### config.mk
export PLATFORM = sky130hd
export DESIGN_NAME = spart_rx
export DESIGN_NICKNAME = d
export VERILOG_FILES = /design/src/rtl/spart_rx.sv
export SDC_FILE = /design/constraint.sdc
export NUM_CORES = 1
export LEC_CHECK = 0
export BUFFER_PORTS_ARGS = -buffer_cell sky130_fd_sc_hd__buf_2
export CORE_MARGIN = 2
export CORE_UTILIZATION = 40
export CTS_BUF_LIST = sky130_fd_sc_hd__clkbuf_4 sky130_fd_sc_hd__clkbuf_8
export CTS_CLUSTER_SIZE = 25
export DETAILED_ROUTE_END_ITERATION = 8
export PLACE_DENSITY_LB_ADDON = 0.25
export SLEW_MARGIN = 0
export SYNTH_ARGS = -nofsm -noshare
export SYNTH_HDL_FRONTEND = slang
export SYNTH_SLANG_ARGS = --single-unit
### constraint.sdc
create_clock -name clk -period 2.7 [get_ports clk]
set_input_delay 0.27 -clock clk [delete_from_list [all_inputs] [get_ports clk]]
set_output_delay 0.27 -clock clk [all_outputs]
set_load 0.01 [all_outputs]
### src/rtl/spart_rx.sv
// SPART receiver: 16x-oversampled RS232 deframer with synchronizer, framing-error and overrun flags.
// A completed frame is flagged one clk after its stop-bit sample; the flag registers then update.
module spart_rx #(
    parameter int unsigned SYNC_STAGES = 2
) (
    input  logic       clk,
    input  logic       rst,
    input  logic       enable,
    input  logic       rxd,
    input  logic       clr_rda,
    output logic [7:0] rx_data,
    output logic       rda,
    output logic       framing_err,
    output logic       overrun
);

    typedef enum logic [2:0] {IDLE, START, DATA, STOP, BREAK} state_t;

    state_t                 state, state_nxt;
    logic [SYNC_STAGES-1:0] sync_q;
    logic                   rxs;
    logic [3:0]             tick_cnt, tick_nxt;
    logic [2:0]             bit_cnt, bit_nxt;
    logic [7:0]             shift, shift_nxt;
    logic                   good_nxt, bad_nxt, good_q, bad_q;

    assign rxs = sync_q[SYNC_STAGES-1];

    always_ff @(posedge clk or negedge rst) begin
        if (!rst) begin
            sync_q   <= '1;
            state    <= IDLE;
            tick_cnt <= '0;
            bit_cnt  <= '0;
            shift    <= '0;
            good_q   <= 1'b0;
            bad_q    <= 1'b0;
        end else begin
            sync_q   <= {sync_q[SYNC_STAGES-2:0], rxd};
            state    <= state_nxt;
            tick_cnt <= tick_nxt;
            bit_cnt  <= bit_nxt;
            shift    <= shift_nxt;
            good_q   <= good_nxt;
            bad_q    <= bad_nxt;
        end
    end

    always_comb begin
        state_nxt = state;
        tick_nxt  = tick_cnt;
        bit_nxt   = bit_cnt;
        shift_nxt = shift;
        good_nxt  = 1'b0;
        bad_nxt   = 1'b0;
        if (enable) begin
            case (state)
                IDLE: begin
                    if (!rxs) begin
                        state_nxt = START;
                        tick_nxt  = '0;
                    end
                end
                START: begin
                    if (tick_cnt == 4'd7) begin
                        tick_nxt = '0;
                        if (!rxs) begin
                            state_nxt = DATA;
                            bit_nxt   = '0;
                        end else begin
                            state_nxt = IDLE;
                        end
                    end else begin
                        tick_nxt = tick_cnt + 4'd1;
                    end
                end
                DATA: begin
                    if (tick_cnt == 4'd15) begin
                        shift_nxt = {rxs, shift[7:1]};
                        bit_nxt   = bit_cnt + 3'd1;
                        tick_nxt  = '0;
                        if (bit_cnt == 3'd7)
                            state_nxt = STOP;
                    end else begin
                        tick_nxt = tick_cnt + 4'd1;
                    end
                end
                STOP: begin
                    if (tick_cnt == 4'd15) begin
                        tick_nxt = '0;
                        if (rxs) begin
                            good_nxt  = 1'b1;
                            state_nxt = IDLE;
                        end else begin
                            bad_nxt   = 1'b1;
                            state_nxt = BREAK;
                        end
                    end else begin
                        tick_nxt = tick_cnt + 4'd1;
                    end
                end
                BREAK: begin
                    if (rxs)
                        state_nxt = IDLE;
                end
                default: state_nxt = IDLE;
            endcase
        end
    end

    // shift is stable while the FSM sits in IDLE, so it can be latched a clk after the stop sample
    always_ff @(posedge clk or negedge rst) begin
        if (!rst) begin
            rx_data     <= 8'h00;
            rda         <= 1'b0;
            framing_err <= 1'b0;
            overrun     <= 1'b0;
        end else if (good_q) begin
            rx_data     <= shift;
            rda         <= 1'b1;
            framing_err <= 1'b0;
            overrun     <= rda && !clr_rda;
        end else begin
            if (bad_q)
                framing_err <= 1'b1;
            if (clr_rda) begin
                rda     <= 1'b0;
                overrun <= 1'b0;
            end
        end
    end

endmodule

[After elaboration in Yosys (flattened, before gate mapping)]
Index checks and enable logic that the tools add are counted.
Cells by class
  $add $sub $neg: 2
  multiply operators: 0
  divide/modulo/power cells: 0
  order comparisons: 0
  eq/ne operators: 14
  shift operators: 0
  muxes and demuxes: 30
  bitwise gates (word level): 0
  reductions and logical operators: 12
Operator list (count)
  $mux 3: 10
  $pmux 3 s5: 1
  $ne 2x2->1 const B: 7
  $mux 1: 13
  $mux 4: 3
  $pmux 4 s3: 1
  $reduce_and 7->1: 1
  $eq 3x2->1 const B: 2
  $eq 3x3->1 const B: 2
  $pmux 3 s2: 1
  $reduce_and 3->1: 2
  $reduce_bool 2->1: 3
  $reduce_and 5->1: 1
  $add 4x1->4 const B: 1
  $eq 4x3->1 const B: 1
  $eq 4x4->1 const B: 1
  $add 3x1->3 const B: 1
  $eq 3x1->1 const B: 1
  $logic_not 3->1: 1
  $reduce_bool 3->1: 1
  $mux 2: 1
  $reduce_or 2->1: 1
  $logic_and 1x1->1: 1
  $logic_not 1->1: 1
Word-level totals
  flip-flop bits (word level): 33
  bits in latches: 0
  memory bits (writable): 0
  bits in read-only memories: 0
  input port bits: 5
  output and inout bits: 11
  word-level logic and storage cells: 69
  memories: 0

[Longest topological paths before layout]
Gate-level depths: netlist of the first run.
  depth in word-level cells: 4
  mapped depth: 5
  gate-level depth less buffers: 5

[Worst setup path after synthesis of the first run]
Ideal clock, no wire load.
  path type: register -> register
  from: register tick_cnt[0]
  to: register shift[0]
  setup time: 125 ps
  arrival time: 1357 ps
  required time: 2575 ps
  slack: 1218 ps
  stages on the path, launching flop included: 6
  path buffers: 1
  clock period less this slack: 1482 ps
  cell sequence: dfrtp_1 -> ha_1 -> nand3_1 -> nor3_4 -> buf_6 -> mux2_4
On the way
  longest elaborated chain between the ends: 2
RTL lines
  from (decl): line 22  | logic [3:0] tick_cnt, tick_nxt;
  from (signal assigned): line 41  | tick_cnt <= tick_nxt;
  $eq 4x4->1: line 78  | if (tick_cnt == 4'd15) begin
  $reduce_and 3->1 (no line)
  to (signal assigned): line 43  | shift <= shift_nxt;
  to (decl): line 24  | logic [7:0] shift, shift_nxt;
Every way passes these cells.
A chain may end at the register's enable or synchronous reset.

[Worst setup path in the final report of the first run]
  from: register tick_cnt[0]
  to: register shift[7]
The elaborated chain is that of the path after synthesis.

==> results.md, run 1 <==
* Outcome: completed
* Worst-skew pair later-pin latency at 280 ps
* Antenna violations before repair at 0
* Worst setup EP type: flip-flop
* Y dimension of the die at 65.8 um
* Count of unresolved DRC violations after routing at 0
* Relative slew slack at 52.3%
* Library cell contributing the largest single delay on the critical path: sky130_fd_sc_hd__nor3_4
* Static leakage power at 0.855 nW
* Unique masters post-synth at 37
* Setup TNS at 0 ps
* GRT Residual Overflow at 0
* Total Routed Length at 2490 um
* Largest net degree at the start of global routing at 34
* Number of design-rule violations left by the first detailed-router iteration at 31
* Deepest level of the CTS H-tree at 2
* Floorplan row count at 22
* Top achievable clock speed at 550 MHz
* All-Layer GR Usage at 13.6%
* Area of the die at 4330 um2
* Share of post-route cells with drive strength above 1 at 36.8%
* Kind of start point of the critical path: flip-flop
* Area growth from synthesis to final layout at 11.5%
* Final cycle utilization of the critical path at 67.3%
* Critical path, cell by cell: ha_1 > nand3_1 > nor3_4 > mux2_1
* Cell area after synthesis at 1530 um2
* Number of endpoints with negative hold slack in the final report at 0
* Vias in the first global route at 958
* Count of flip-flops with a built-in enable after synthesis at 0
* Final design utilization at 46.5%
* Post-layout minimum cycle time at 1820 ps
* Number of clock sinks at 33
* Average cell area after synthesis at 13.2 um2
* Part of the Yosys area used for sequential elements at 54.2%
* Routability congestion estimate at 0.714
* Biggest area contributors in the synthesized netlist: sky130_fd_sc_hd__dfrtp_1 51%, sky130_fd_sc_hd__mux2_2 7.4%, sky130_fd_sc_hd__mux2_4 6.9%
* Via-per-instance ratio at 5.20
* Setup slack of the critical path after layout at 882 ps
* Cts bufs inserted at 5
* Count of nets left with antenna violations after detail routing at 0
* Post-CTS resize count at 0
* Register-to-Register Setup Slack at 880 ps
* Final max-slew violation count at 0
* Count leader, synth: sky130_fd_sc_hd__dfrtp_1
* Port-buffer cells at 15
* Ys Warns at 0
* Unrepaired setup endpoints after global routing: no
* Clock tree root driver cell: sky130_fd_sc_hd__clkbuf_8
* NumNets Final at 140
* Global-route wire length before repair at 4360 um
* Avg WL per Cell at 13.7 um
* Longest individual stage delay on the worst path at 510 ps
* Post-synthesis async set-or-reset flop share at 100%
* Final Power at 1.25 mW
* Data arrival, critical path at 1980 ps
* Net count after synthesis at 124
* Detailed placer's ending HPWL at 1690 um
* Endpoint required time on the critical path at 2860 ps
* Clk pin slew, worst setup/hold paths at 60 ps
* Worst slew pin tran at 715 ps
* Class of the most critical setup path: reg2reg
* CTS tree: built
* Maximum fanout count along the critical path at 11
* Post-placement worst setup slack at 878 ps
* Total of fill cells in the finished design at 335
* Post-CTS Setup Inserts at 0
* Clock buffer depth at 2
* Initial cell density of the core at 41.7%
* Overall die width at 65.8 um
* Max Clock Skew at 4.46 ps
* Diodes inserted at 0
* Number of placed I/O pins at 16
* Largest area contributor in the netlist: sky130_fd_sc_hd__dfrtp_1
* Worst VDD drop at 404 uV
* Worst-case hold slack at 44.6 ps
* Via count at 941
* Hold Buf Count CTS at 0
* Synth top area share at 50.8%
* Number of optimization iterations in the first detailed-route pass at 4
* Hold Crit Class: in2async
* Final setup violating endpoints at 0
* Most used DFF post-synth: sky130_fd_sc_hd__dfrtp_1
* Core area at 3660 um2
* Yosys reg bits at 33
* Total power density per cell area at 736 nW/um2
* Number of max-cap violations at 0
* Post-Synthesis Cells at 116
* Most instantiated cells after synthesis: 31 x sky130_fd_sc_hd__dfrtp_1, 11 x sky130_fd_sc_hd__nor2_1, 10 x sky130_fd_sc_hd__mux2_2
[final timing paths]
path / from / to / depth (start not counted)
max reg2reg: tick_cnt[0] / shift[7] / 4
min: rst / state[1] / 1
min reg2reg: sync_q[0] / sync_q[1] / 0
max: tick_cnt[0] / shift[7] / 4
max in group asynchronous: rst / shift[6] / 1
min in group clk: rxd / sync_q[0] / 1
[layout by cell type, fill, tap and decap left out, types with 3 or more instances in the layout]
cell	count
sky130_fd_sc_hd__clkbuf_8	5
sky130_fd_sc_hd__nand2_1	3
sky130_fd_sc_hd__and3_1	3
sky130_fd_sc_hd__mux2_2	10
sky130_fd_sc_hd__inv_1	3
sky130_fd_sc_hd__o21ai_1	3
sky130_fd_sc_hd__nor3_1	5
sky130_fd_sc_hd__a22o_1	3
sky130_fd_sc_hd__mux2_4	7
sky130_fd_sc_hd__ha_1	3
sky130_fd_sc_hd__nor2_1	11
sky130_fd_sc_hd__dfrtp_1	31
sky130_fd_sc_hd__buf_2	15
[flip-flops by register name (all words and copies together) (netlist names)]
name	cells
rx_data	8
shift	8
tick_cnt	4
bit_cnt	3
state	3
sync_q	2
bad_q	1
framing_err	1
good_q	1
overrun	1
rda	1
[through the flow]
step | instances | area [um2]
floorplan | 116 | 1530
global placement | 173 | 1620
detailed placement | 173 | 1620
CTS | 181 | 1700
global route | 181 | 1700
finish | 181 | 1700
[logic make-up (layout without fill, tap and decap cells)]
group | Yosys count | after routing | share of synthesized area, %
and+or+nand+nor | 30 | 30 | 11.9
xor gates and xnor gates | 2 | 2 | 1.15
DFF | 33 | 33 | 54.2
adders and majority gates | 3 | 3 | 2.46
buffers and inverters | 10 | 27 | 3.93
AOI/OAI and AO/OA | 18 | 18 | 10.1
muxes | 20 | 20 | 16.3
[area by class of cell]
cell class,instances,area [um2],share of cell area [%]
sequential,33,828,48.6
multi-input combinational,73,639,37.5
clock buffer,6,76.3,4.48
timing repair buffer,15,75.1,4.41
tap,48,60.1,3.52
inverter,4,15.0,0.881
clock inverter,2,10.0,0.587
[report_power, final]
| group | switching (mW) | internal, mW |
|---|---|---|
| Sequential | 0.0992 | 0.555 |
| Combinational | 0.123 | 0.121 |
| Clock | 0.168 | 0.188 |
[routing by layer]
layer | GRT usage [%] | vias to the layer above | routed length (um)
met4 | 4.69 | 0 | 23
li1 | - | 451 | -
met3 | 5.11 | 2 | 96
met2 | 22.5 | 12 | 1190
met1 | 16.3 | 476 | 1180
met5 | 0 | - | 0
[worst max-delay path: cells and delay by family (launching register included)]
family                   cells  cell delay (ps)
AND/OR/NAND/NOR              2              670
flip-flops                   1              400
multiplexers                 1              370
adder cells (fa/ha/maj)      1              260
No activity file was read; power rests on OpenSTA's default activity.
==> run 2: changes to the inputs <==
==> constraint.sdc (replaced) <==
create_clock -name clk -period 1.5 [get_ports clk]
set_input_delay 0.15 -clock clk [delete_from_list [all_inputs] [get_ports clk]]
set_output_delay 0.15 -clock clk [all_outputs]
set_load 0.01 [all_outputs]
==> run 2 against run 1 <==
The flow now finishes with violations (negative setup slack). Cell area up 12%. Clock skew about the same. Non-clock buffer count up 17. Die area unchanged. Hold slack worse by 18 ps. Global-route usage up 0.64 points. Setup slack worse by 920 ps. Wire length up 8.8%. Critical path depth up 1. Combinational power rose to 2.9 times the previous value. Utilization up 5.4 points. Power up 99%.
==> results.md, run 2 (synthesized netlist as in run 1, its figures left out) <==
* Unrepaired setup endpoints after global routing: yes (was no)
* Clock buffer depth at 2 (unchanged)
* Antenna violations before repair at 0 (unchanged)
* Share of post-route cells with drive strength above 1 at 45.3% (was 36.8%)
* Largest net degree at the start of global routing at 34 (unchanged)
* Avg WL per Cell at 13.7 um (about the same)
* Deepest level of the CTS H-tree at 2 (unchanged)
* Y dimension of the die at 65.8 um (unchanged)
* Setup slack of the critical path after layout at -37.9 ps (was 882 ps)
* Net load switching power at 799 uW (was 390 uW)
* Worst-skew pair later-pin latency at 280 ps (about the same)
* Number of endpoints with negative hold slack in the final report at 0 (unchanged)
* Combinational Power Share at 28.0% (was 19.5%)
* Registers with the most flip-flops: rx_data x8, shift x8, tick_cnt x4 (unchanged)
* Top achievable clock speed at 650 MHz (was 550 MHz)
* Non-Filler Instances at 198 (was 181)
* Total power density per cell area at 1310 nW/um2 (was 736 nW/um2)
* Endpoint required time on the critical path at 1670 ps (was 2860 ps)
* Final setup violating endpoints at 8 (was 0)
* NumNets Final at 157 (was 140)
* Max Clock Skew at 4.90 ps (was 4.46 ps)
* Count of nets left with antenna violations after detail routing at 0 (unchanged)
* Worst slew pin tran at 444 ps (was 715 ps)
* Area of the die at 4330 um2 (unchanged)
* Final max-slew violation count at 0 (unchanged)
* Count of unresolved DRC violations after routing at 0 (unchanged)
* Power share of the clock group at 26.0% (was 28.4%)
* Switching power as a share of total power at 32.0% (was 31.1%)
* Dpl cells at 183 (was 173)
* Clock tree root driver cell: sky130_fd_sc_hd__clkbuf_8 (unchanged)
* Power Internal at 1.70 mW (was 864 uW)
* Setup TNS at -120 ps (was 0 ps)
* GRT Residual Overflow at 0 (unchanged)
* Area growth from synthesis to final layout at 24.4% (was 11.5%)
* Kind of start point of the critical path: flip-flop (unchanged)
* Worst VDD drop at 714 uV (was 404 uV)
* Flop pwr share at 46.0% (was 52.1%)
* Most frequent cells in the layout: 31 x sky130_fd_sc_hd__dfrtp_1, 15 x sky130_fd_sc_hd__buf_2, 13 x sky130_fd_sc_hd__buf_4, 11 x sky130_fd_sc_hd__nor2_1, 10 x sky130_fd_sc_hd__mux2_2 (was 31 x sky130_fd_sc_hd__dfrtp_1, 15 x sky130_fd_sc_hd__buf_2, 11 x sky130_fd_sc_hd__nor2_1, 10 x sky130_fd_sc_hd__mux2_2, 7 x sky130_fd_sc_hd__mux2_4)
* Final design utilization at 51.9% (was 46.5%)
* Floorplan row count at 22 (unchanged)
* Initial cell density of the core at 41.7% (unchanged)
* All-Layer GR Usage at 14.3% (was 13.6%)
* Commonest non-fill, non-tap cell in the layout: sky130_fd_sc_hd__dfrtp_1 (unchanged)
* Failing checks: negative setup slack
* Final cycle utilization of the critical path at 103% (was 67.3%)
* Vias in the first global route at 975 (was 958)
* Number of max-cap violations at 0 (unchanged)
* Diodes inserted at 0 (unchanged)
* Data arrival, critical path at 1710 ps (was 1980 ps)
* Outcome: finished with violations (was completed)
* Static leakage power at 0.943 nW (was 0.855 nW)
* Cts bufs inserted at 5 (unchanged)
* CTS tree: built (unchanged)
* Clk pin slew, worst setup/hold paths at 70 ps (was 60 ps)
* Relative slew slack at 70.4% (was 52.3%)
* Overall die width at 65.8 um (unchanged)
* Final Power at 2.50 mW (was 1.25 mW)
* Core area at 3660 um2 (unchanged)
* Class of the most critical setup path: reg2reg (unchanged)
* Worst setup EP type: flip-flop (unchanged)
* Via-per-instance ratio at 4.95 (was 5.20)
* Number of design-rule violations left by the first detailed-router iteration at 35 (was 31)
* Post-layout minimum cycle time at 1540 ps (was 1820 ps)
* Hold Crit Class: in2reg (was in2async)
* Via count at 980 (was 941)
* Detailed placer's ending HPWL at 1810 um (was 1690 um)
* Routability congestion estimate at 0.796 (was 0.714)
* Number of placed I/O pins at 16 (unchanged)
* Maximum fanout count along the critical path at 4 (was 11)
* Number of clock sinks at 33 (unchanged)
* Total Routed Length at 2710 um (was 2490 um)
* Number of optimization iterations in the first detailed-route pass at 4 (unchanged)
* Port-buffer cells at 15 (unchanged)
* Global-route wire length before repair at 4530 um (was 4360 um)
run 2: worst paths after layout:
path | startpoint | endpoint | slack [ps] | depth (start not counted)
setup / recovery | tick_cnt[1] | shift[1] | -40 | 5
hold / removal | clr_rda | overrun | 30 | 2
setup reg to reg | tick_cnt[1] | shift[1] | -40 | 5
hold reg to reg | sync_q[0] | sync_q[1] | 360 | 0
max in group asynchronous | rst | sync_q[1] | 730 | 3
min in group asynchronous | rst | state[0] | 420 | 3
run 2: worst max-delay path, stage by stage (launching register included):
cell and delay, ps:
sky130_fd_sc_hd__dfrtp_1 390, sky130_fd_sc_hd__ha_4 170, sky130_fd_sc_hd__nand3_4 80, sky130_fd_sc_hd__nor3_4 290
sky130_fd_sc_hd__clkbuf_16 200, sky130_fd_sc_hd__mux2_4 290
run 2: power by group through the flow:
stage	combinational (mW)	sequential, mW	clock (mW)
2_1_floorplan	0.442	1.09	0
3_3_place_gp	0.592	1.14	0
3_5_place_dp	0.612	1.14	0
4_1_cts	0.632	1.13	0.678
5_1_grt	0.779	1.17	0.733
6_report	0.699	1.15	0.648
run 2: per-stage QoR:
step | hold slack [ps] | worst slack (ps) | area, um2
after floorplan | -146 | 18.0 | 1530
after global placement | 196 | 53.9 | 1710
after detailed placement | 199 | -31.5 | 1710
after CTS | 18.6 | 1.48 | 1820
after global routing | 23.5 | -67.8 | 1900
final | 26.2 | -37.9 | 1900
run 2: final cells by class:
type	count	area, um2
fill	331	1760
sequential	33	828
multi-input combinational	73	673
timing repair buffer	32	238
clock buffer	5	68.8
tap	48	60.1
clock inverter	3	17.5
inverter	4	15.0
run 2: routing by layer:
layer,vias to the layer above,routed length (um),GRT usage [%]
li1,482,-,-
met2,17,1260,20.8
met4,0,47,5.73
met5,-,0,0
met3,6,130,5.11
met1,475,1260,19.3
run 2: repair_timing:
| item | 4_1_cts | 5_1_grt |
|---|---|---|
| hold buffers | 2 | 0 |
| endpoints found under the setup margin | 1 | 10 |
| endpoints found under the hold margin | 32 | 0 |
| buffers inserted | 0 | 4 |
| pin swaps | 0 | 3 |
| gates cloned | 0 | 1 |
| resized for setup | 1 | 5 |
